[config.mk]
export PLATFORM = sky130hd
export DESIGN_NAME = spi_master
export DESIGN_NICKNAME = d
export VERILOG_FILES = /design/src/rtl/spi_master.sv
export SDC_FILE = /design/constraint.sdc
export NUM_CORES = 1
export LEC_CHECK = 0
export ABC_AREA = 1
export CAP_MARGIN = 10
export CORE_ASPECT_RATIO = 1.25
export CORE_UTILIZATION = 58
export CTS_CLUSTER_DIAMETER = 50
export DETAILED_ROUTE_END_ITERATION = 10
export PLACE_DENSITY = 0.82
export RECOVER_POWER = 25
export SLEW_MARGIN = 15
export SYNTH_ARGS = -nofsm -noshare
export SYNTH_HDL_FRONTEND = slang
export SYNTH_SLANG_ARGS = --single-unit
[constraint.sdc]
create_clock -name clk -period 2.3 [get_ports clk]
set_input_delay 0.345 -clock clk [delete_from_list [all_inputs] [get_ports clk]]
set_output_delay 0.345 -clock clk [all_outputs]
set_load 0.02 [all_outputs]
[src/rtl/spi_master.sv]
`timescale 1ns/1ps
`default_nettype none
// ============================================================================
// Module   : spi_master
// Purpose  : SPI frame initiator that shifts N bits MSB-first, captures N bits
//            from MISO and ends each frame with a load pulse to the slave.
// Revision : 1.0  initial release
// ============================================================================
module spi_master #(
  parameter int N   = 16,
  parameter int DIV = 4
) (
  input  logic         clk,
  input  logic         clr_n,
  input  logic         start,
  input  logic [N-1:0] DI,
  input  logic         MISO,
  output logic         sclk,
  output logic         MOSI,
  output logic         load,
  output logic [N-1:0] DO,
  output logic         busy,
  output logic         done
);

  localparam int HW = (DIV > 1) ? $clog2(DIV) : 1;
  localparam int BW = (N > 1) ? $clog2(N) : 1;
  localparam logic [HW-1:0] HALF_LAST = HW'(DIV - 1);
  localparam logic [BW-1:0] BIT_LAST  = BW'(N - 1);

  typedef enum logic [1:0] {
    IDLE  = 2'd0,
    SHIFT = 2'd1,
    TAIL  = 2'd2,
    LOAD  = 2'd3
  } state_t;

  state_t          state_q;
  logic [HW-1:0]   half_q;
  logic [BW-1:0]   bit_q;
  // The MSB goes straight to MOSI at acceptance, so only N-1 bits wait here.
  logic [N-2:0]    tx_q;
  logic [N-1:0]    rx_q;
  logic [N-1:0]    do_q;
  logic            sclk_q;
  logic            mosi_q;
  logic            load_q;
  logic            busy_q;
  logic            done_q;

  always_ff @(posedge clk or negedge clr_n) begin
    if (!clr_n) begin
      state_q <= IDLE;
      half_q  <= '0;
      bit_q   <= '0;
      tx_q    <= '0;
      rx_q    <= '0;
      do_q    <= '0;
      sclk_q  <= 1'b0;
      mosi_q  <= 1'b0;
      load_q  <= 1'b0;
      busy_q  <= 1'b0;
      done_q  <= 1'b0;
    end else begin
      done_q <= 1'b0;
      case (state_q)
        IDLE: begin
          if (start) begin
            tx_q    <= DI[N-2:0];
            mosi_q  <= DI[N-1];
            busy_q  <= 1'b1;
            half_q  <= '0;
            bit_q   <= '0;
            state_q <= SHIFT;
          end
        end
        SHIFT: begin
          if (half_q == HALF_LAST) begin
            half_q <= '0;
            if (!sclk_q) begin
              sclk_q <= 1'b1;
              rx_q   <= {rx_q[N-2:0], MISO};
            end else begin
              sclk_q <= 1'b0;
              // After the last bit MOSI keeps bit 0 through the tail.
              if (bit_q == BIT_LAST) begin
                state_q <= TAIL;
              end else begin
                mosi_q <= tx_q[N-2];
                tx_q   <= tx_q << 1;
                bit_q  <= bit_q + BW'(1);
              end
            end
          end else begin
            half_q <= half_q + HW'(1);
          end
        end
        TAIL: begin
          if (half_q == HALF_LAST) begin
            half_q  <= '0;
            load_q  <= 1'b1;
            state_q <= LOAD;
          end else begin
            half_q <= half_q + HW'(1);
          end
        end
        LOAD: begin
          if (half_q == HALF_LAST) begin
            half_q  <= '0;
            load_q  <= 1'b0;
            mosi_q  <= 1'b0;
            do_q    <= rx_q;
            done_q  <= 1'b1;
            busy_q  <= 1'b0;
            state_q <= IDLE;
          end else begin
            half_q <= half_q + HW'(1);
          end
        end
        default: state_q <= IDLE;
      endcase
    end
  end

  assign sclk = sclk_q;
  assign MOSI = mosi_q;
  assign load = load_q;
  assign DO   = do_q;
  assign busy = busy_q;
  assign done = done_q;

endmodule
`default_nettype wire

After elaboration in Yosys (flattened, before gate mapping)

Index checks and enable logic that the tools add are counted.

Flip-flop bits (word level): 60
Word-level logic and storage cells: 73
Output and inout bits: 21
Bits of input ports: 20

Bitwise logic cells: 1
Add/sub/neg operators: 2
Mux-type cells: 33
Reduce and logical (&&, ||, !) cells: 14
Eq/ne operators: 12

Operators by type and width:

| kind                                                                  | count |
|---|---|
| 15-bit two-way mux                                                    | 4 |
| 15-bit case mux with 2 select lines                                   | 1 |
| 2-bit two-way mux                                                     | 8 |
| 4-bit two-way mux                                                     | 4 |
| 2-bit inequality test, second input constant                          | 7 |
| 6-bit AND reduction                                                   | 2 |
| 1-bit two-way mux                                                     | 10 |
| 3-bit AND reduction                                                   | 3 |
| 2-bit case mux with 4 select lines                                    | 1 |
| 4-bit case mux with 2 select lines                                    | 1 |
| 2-bit equality test, second input constant                            | 3 |
| 2-bit nonzero test                                                    | 3 |
| 5-bit AND reduction                                                   | 1 |
| 4-bit by 1-bit adder with 4-bit output, second input constant         | 1 |
| 4-bit equality test, second input constant                            | 1 |
| 1-bit case mux with 2 select lines                                    | 2 |
| 2-bit case mux with 2 select lines                                    | 1 |
| 2-bit AND reduction                                                   | 2 |
| 1-bit case mux with 3 select lines                                    | 1 |
| 3-bit nonzero test                                                    | 1 |
| 3-bit OR reduction                                                    | 1 |
| 2-bit by 1-bit adder with 2-bit output, second input constant         | 1 |
| 2-bit by 1-bit equality test with 1-bit output, second input constant | 1 |
| 2-bit logical NOT                                                     | 1 |
| 1-bit inverter                                                        | 1 |

Depth between registers and ports, before layout

Gate-level depths: netlist (run 1).

Depth after elaboration: 5
Gate-level depth with buffers: 9
Gate-level depth less buffers: 8

Worst setup path before layout (run 1)

Ideal clock, no wire load.

Path kind: flip-flop to flip-flop
Start: reg state_q[1]
End: reg bit_q[3]
Setup slack: 0.735 ns
Buffers on the path: 2
Setup time: 0.117 ns
Arrival time: 1.448 ns
Cell stages (with the launch flop): 10
Period minus slack after synthesis: 1.565 ns
Required time: 2.183 ns
Path through: dfrtp_1 > inv_1 > ha_1 > buf_6 > nor2_1 > nor2_2 > nand3_4 > buf_6 > nand2_1 > nand2_1

Cells in the longest elaborated chain, start to end: 3
Elaborated cells between the ends (all ways): 9
Classes of those cells: eq/ne (5); mux (1); reduce/logical (3)

Ends and longest elaborated chain:

| what                                                                                | line | RTL |
|---|---|---|
| start: declaration                                                                  | 38   | `state_t state_q;` |
| start signal: assignment                                                            | 53   | `state_q <= IDLE;` |
| start signal: assignment                                                            | 74   | `state_q <= SHIFT;` |
| start signal: assignment                                                            | 87   | `state_q <= TAIL;` |
| 2-bit by 1-bit equality test with 1-bit output or 2-bit logical NOT (tied branches) | 66   | `case (state_q)` |
| 2-bit inequality test (no source line) or 2-bit nonzero test (tied branches)        | --   |  |
| 5-bit AND reduction (no source line)                                                | --   |  |
| end signal: assignment                                                              | 91   | `bit_q <= bit_q + BW'(1);` |
| end: declaration                                                                    | 40   | `logic [BW-1:0] bit_q;` |

Parallel ways exist; a longest one is shown, timed or not.
A chain may end at the register's enable or synchronous reset.

Worst setup path after layout (run 1)

Start: reg state_q[1]
End: reg bit_q[0]

The elaborated chain is that of the path after synthesis.

==> impl_metrics.tcl, run 1 <==
set metrics [dict create \
    clkTransAtPathRegs_ns 0.07 \
    slew_violations 0 \
    endpoint_kind "flip-flop" \
    nFillCells 333 \
    drt-total-wl_um 5660 \
    slowest_delay_ns 0.42 \
    io_pins 41 \
    relSlewSlack 0.0485 \
    worst_slew_pin_slew_ns 1.43 \
    status "finished, final reports clean" \
    die_area_um2 5080 \
    slowest_stage "dfrtp_1" \
    num_vias 2273 \
    powerDensity_nw_per_um2 1140 \
    ys_warn_count 0 \
    final.setup.tns_ns 0 \
    syn_inst 337 \
    multi_input_comb_area_um2 1080 \
    start_util 0.619 \
    critical_path.most_common_cell "nand2_1" \
    rrSetupSlack_ns 0.41 \
    post_synth_instance_area_um2 2780 \
    seqCellArea_um2 1500 \
    antenna_found_initial 0 \
    total_power_mw 3.92 \
    drc 0 \
    fmax_ghz 0.529 \
    die_h_um 79.4 \
    gp_congestion 0.827 \
    clock_latency_ns 0.34 \
    crit_chain "inv_1, ha_1, inv_2, nor2_1, nor2_2, nand3_4, nand2_1, nand2_1" \
    holdWs_ns 0.429 \
    cp.arrival_ns 2.11 \
    syn_avg_cell_area_um2 8.25 \
    reg2reg_to "bit_q[0]" \
    vias_per_cell 5.14 \
    row_count 27 \
    grt_pass1_wl_um 9850 \
    rsz0062_at_grt "false" \
    finalHoldViolations 0 \
    cap_violations 0 \
    core_area_um2 4490 \
    drive_gt1_frac 0.0729 \
    drt-initial-drc-count 172 \
    crit_family "simple AND/OR/NAND/NOR gates" \
    cts_hold_buf 0 \
    fin_crit_ns 1.89 \
    clk_path_buf_depth 2 \
    post-route-period-util 0.822 \
    critPathKind "flip-flop to flip-flop" \
    hp-class "input port to asynchronous set/reset pin" \
    grt.total_usage 0.257 \
    path_max_fanout 19 \
    reg2reg_from "state_q[1]" \
    critPathBufInv 2 \
    finalSetupViolations 0 \
    place.port_buffers 40 \
    cp.depth 8 \
    antenna_left 0 \
    root_buffer "clkbuf_8" \
    n_antenna_cell 0 \
    post_cts_resized 0 \
    grt_max_degree 61 \
    worstRegToRegCells 8 \
    p_leak_nw 1.72 \
    yosysSeqAreaShare 0.540 \
    overflow 0 \
    crit_start "state_q[1]" \
    cts_tree "built" \
    area_growth_pct 23.3 \
    ir_drop_mv 0.852 \
    required_ns 2.52 \
    first_pass_iters 4 \
    clock_skew_ns 0.00489 \
    cts_setup_buffers 0 \
    die_w_um 63.9 \
    grt_pass1_vias 2235 \
    place_hpwl_um 3600 \
    nets 408 \
    crit_path_end "bit_q[0]" \
    cts_made_buffers 9 \
    synth.net_count 366 \
    cts_num_sinks 60 \
    htreeDepth 3 \
    cp-start-kind "flip-flop" \
    ys_types 23 \
    wl_per_cell_um 12.8 \
    synth_seq_cells 60 \
]
## cells in the final DEF, fill, tap and decap left out, types with 2 or more instances in the layout
cell and n:
bufinv_16 2, dfrtp_1 60, nand3_1 25, buf_4 3, clkdlybuf4s50_1 39, inv_1 31
nand2_1 142, clkinvlp_4 3, clkbuf_8 10, o21ai_0 33, nor2_1 8, a21oi_1 2
inv_2 3, ha_1 9, nand4_1 2
## how the worst min path moves through the flow
stage / startpoint / endpoint / slack, ns / cells after the start
after floorplan: clr_n / DO[0] / 0.05 / 0
after global placement: MOSI / MOSI / 0.45 / 2
after detailed placement: MOSI / MOSI / 0.46 / 2
after CTS: clr_n / DO[8] / 0.19 / 2
after global routing: MOSI / MOSI / 0.51 / 2
final: clr_n / tx_q[11] / 0.43 / 2
## where the power goes
group / leakage [nW] / internal (mW) / switching (mW)
clock: 0.105 / 0.637 / 0.422
combinational: 0.813 / 0.498 / 0.913
sequential: 0.797 / 1.30 / 0.150
## logic make-up (layout without fill, tap and decap cells)
logic type      count (synthesis)  count (layout)  share of synthesized area
compound gates                 38              38                     0.0697
fa+ha+maj                       9               9                     0.0405
buf+inv                        47              94                     0.0724
flops                          60              60                      0.540
simple gates                  183             183                      0.278
## through the flow
step	util	cell area (um^2)	std cells	setup WS (ns)
after floorplan	-	2780	337	0.735
after global placement	0.713	3210	426	0.451
after detailed placement	0.713	3210	426	0.446
after CTS	0.764	3430	442	0.404
after global routing	0.763	3430	442	0.245
final	0.763	3430	442	0.410
## registers in the layout, indices dropped and copies added (netlist names), 2 cells and up
signal / flops
bit_q: 4
DO: 16
half_q: 2
rx_q: 16
tx_q: 15
state_q: 2
## cell usage after synthesis
| master | instances | area share |
|---|---|---|
| a21boi_0 | 1 | 0.0027 |
| a21oi_1 | 2 | 0.0036 |
| nand3_4 | 1 | 0.0063 |
| inv_2 | 3 | 0.0040 |
| nor2_4 | 1 | 0.0040 |
| nor3b_1 | 1 | 0.0027 |
| o21ai_1 | 1 | 0.0018 |
| o21ai_0 | 33 | 0.059 |
| inv_1 | 31 | 0.042 |
| ha_1 | 9 | 0.040 |
| nand4_1 | 2 | 0.0045 |
| buf_1 | 1 | 0.0013 |
| buf_6 | 3 | 0.012 |
| clkbuf_1 | 7 | 0.0094 |
| nand2_1 | 142 | 0.19 |
| buf_2 | 2 | 0.0036 |
| nand4_4 | 1 | 0.0076 |
| nand3_1 | 25 | 0.045 |
| nor2_1 | 8 | 0.011 |
| nand3b_1 | 1 | 0.0027 |
| dfrtp_1 | 60 | 0.54 |
| o22ai_1 | 1 | 0.0023 |
| nor2_2 | 1 | 0.0023 |
## area by class of cell
| type | instances | area share |
|---|---|---|
| tap | 58 | 0.0212 |
| clock buffer | 10 | 0.0401 |
| clock inverter | 6 | 0.0255 |
| sequential | 60 | 0.438 |
| inverter | 34 | 0.0372 |
| timing repair buffer | 44 | 0.123 |
| multi-input combinational | 230 | 0.315 |
## layer usage
| layer | global-route usage | wire length (um) | part of all wire |
|---|---|---|---|
| met2 | 0.452 | 2930 | 0.52 |
| met1 | 0.300 | 2360 | 0.42 |
| met3 | 0.0457 | 245 | 0.043 |
| met5 | 0 | 0 | 0 |
| met4 | 0.127 | 124 | 0.022 |
(Power assumes the default switching activity.)
==> inputs of run 2 (changes only) <==
--- a/config.mk
+++ b/config.mk
@@ -8,10 +8,10 @@
 export ABC_AREA = 1
 export CAP_MARGIN = 10
 export CORE_ASPECT_RATIO = 1.25
-export CORE_UTILIZATION = 58
+export CORE_UTILIZATION = 54
 export CTS_CLUSTER_DIAMETER = 50
 export DETAILED_ROUTE_END_ITERATION = 10
-export PLACE_DENSITY = 0.82
+export PLACE_DENSITY = 0.77
 export RECOVER_POWER = 25
 export SLEW_MARGIN = 15
 export SYNTH_ARGS = -nofsm -noshare
==> constraint.sdc (replaced) <==
create_clock -name clk -period 1.82 [get_ports clk]
set_input_delay 0.273 -clock clk [delete_from_list [all_inputs] [get_ports clk]]
set_output_delay 0.273 -clock clk [all_outputs]
set_load 0.02 [all_outputs]
==> run 2 against run 1 <==
Net effect: routed wire length shrank 1.3%; cell count rose by 1.6%; via count about the same; clock skew is 0.0051 ns higher; worst hold slack better by 0.052 ns; combinational power up 43%; clock-buffer cell count grew 2; total power increased by 28%; global-route usage decreased by 2.6 points; cell area grew 1.8%; clock power increased by 10%; die area increased by 7.2%; critical endpoint is now tx_q[8]; largest power group is now combinational cells.
==> impl_metrics.tcl, run 2 (synthesis results as in run 1) <==
set metrics [dict create \
    ir_drop_mv 0.804 \
    drt-total-wl_um 5590 \
    net-switching-power_mw 1.91 \
    wl_per_cell_um 12.4 \
    p_sw_frac 0.381 \
    slowest_delay_ns 0.43 \
    internal_power_mw 3.11 \
    path_max_fanout 10 \
    vias_per_cell 5.07 \
    crit_family "simple AND/OR/NAND/NOR gates" \
    layout_common_cells "nand2_1 (141), dfrtp_1 (60), clkdlybuf4s50_1 (39)" \
    total_power_mw 5.02 \
    gp_congestion 0.844 \
    cts_num_sinks 60 \
    die_w_um 66.2 \
    status "finished, final reports clean" \
    nets 415 \
    final.setup.tns_ns 0 \
    finalSetupViolations 0 \
    cts_made_buffers 9 \
    relSlewSlack 0.535 \
    grt.total_usage 0.231 \
    powerDensity_nw_per_um2 1440 \
    finalHoldViolations 0 \
    clk_path_buf_depth 2 \
    area_growth_pct 25.4 \
    cts_setup_buffers 0 \
    critPathBufInv 2 \
    critical_path.most_common_cell "nand2_1" \
    start_util 0.575 \
    crit_chain "inv_1, ha_1, nand2_1, nand2_2, inv_2, nand3_4, nand2_1, nand2_1" \
    pwr-share-comb 0.401 \
    slew_violations 0 \
    place_hpwl_um 3600 \
    core_area_um2 4830 \
    layout_commonest_cell "nand2_1" \
    root_buffer "clkbuf_8" \
    drc 0 \
    worst_slew_pin_slew_ns 0.697 \
    grt_pass1_wl_um 9360 \
    power_frac_clock 0.234 \
    grt_max_degree 34 \
    p_leak_nw 1.75 \
    clock_latency_ns 0.33 \
    drive_gt1_frac 0.0874 \
    num_vias 2275 \
    endpoint_kind "flip-flop" \
    antenna_found_initial 0 \
    critPathKind "flip-flop to flip-flop" \
    required_ns 2.04 \
    nFillCells 387 \
    grt_pass1_vias 2227 \
    first_pass_iters 4 \
    cp.arrival_ns 1.90 \
    rsz0062_at_grt "false" \
    die_h_um 82.2 \
    cts_tree "built" \
    place.port_buffers 40 \
    post-route-period-util 0.924 \
    row_count 28 \
    io_pins 41 \
    clkTransAtPathRegs_ns 0.07 \
    clock_skew_ns 0.00995 \
    die_area_um2 5440 \
    htreeDepth 3 \
    cp-start-kind "flip-flop" \
    slowest_stage "dfrtp_1" \
    overflow 0 \
    fmax_ghz 0.595 \
    hp-class "flip-flop to flip-flop" \
    n_antenna_cell 0 \
    cap_violations 0 \
    p_seq_frac 0.365 \
    drt-initial-drc-count 118 \
    fin_crit_ns 1.68 \
    antenna_left 0 \
]
[run 2: cell type report]
class	instances	area (um^2)	area share
Tap cell	60	75.1	0.0215
Clock inverter	2	35.0	0.0100
Multi-Input combinational cell	231	1110	0.318
Sequential cell	60	1500	0.430
Timing Repair Buffer	50	485	0.139
Inverter	34	128	0.0366
Clock buffer	12	155	0.0445
[run 2: worst min-delay path, delay by kind of cell (launching register included)]
kind             cells  cell delay (ns)
and+or+nand+nor      2             0.11
DFF                  1             0.34
[run 2: what timing repair did]
item,4_1_cts,5_1_grt
endpoints found under the hold margin,27,0
gates resized for setup,0,5
setup endpoints to repair,0,22
hold buffers,1,0
[run 2: metal layers]
metal,global-route usage,routed length (um),up-vias
li1,-,-,1153
met1,0.270,2520,1073
met2,0.404,2760,39
met3,0.0563,214,10
met4,0.0957,87,0
met5,0,0,-
[run 2: worst paths after layout]
kind / start / end / slack [ns] / depth (start not counted)
max: state_q[0] / tx_q[8] / 0.14 / 8
max reg2reg: state_q[0] / tx_q[8] / 0.14 / 8
min: tx_q[0] / tx_q[0] / 0.48 / 2
max in group asynchronous: clr_n / rx_q[14] / 0.33 / 3
min in group asynchronous: clr_n / tx_q[3] / 0.52 / 2
min reg2reg: tx_q[0] / tx_q[0] / 0.48 / 2
[run 2: power groups by stage]
stage,Combinational (mW),Clock (mW),Sequential (mW)
final,2.01,1.17,1.83
after detailed placement,1.91,0,1.85
after CTS,1.93,1.19,1.83
after floorplan,1.32,0,1.88
after global routing,2.30,1.24,1.87
after global placement,1.86,0,1.85
[run 2: through the flow]
stage | area (um^2) | hold slack, ns | setup WS, ns | util | instances
floorplan | 2780 | -0.0226 | 0.255 | - | 337
global placement | 3270 | 0.333 | 0.186 | 0.677 | 433
detailed placement | 3270 | 0.343 | 0.116 | 0.677 | 433
CTS | 3470 | 0.482 | 0.0776 | 0.718 | 448
global route | 3490 | 0.501 | 0.0156 | 0.722 | 449
finish | 3490 | 0.481 | 0.138 | 0.722 | 449
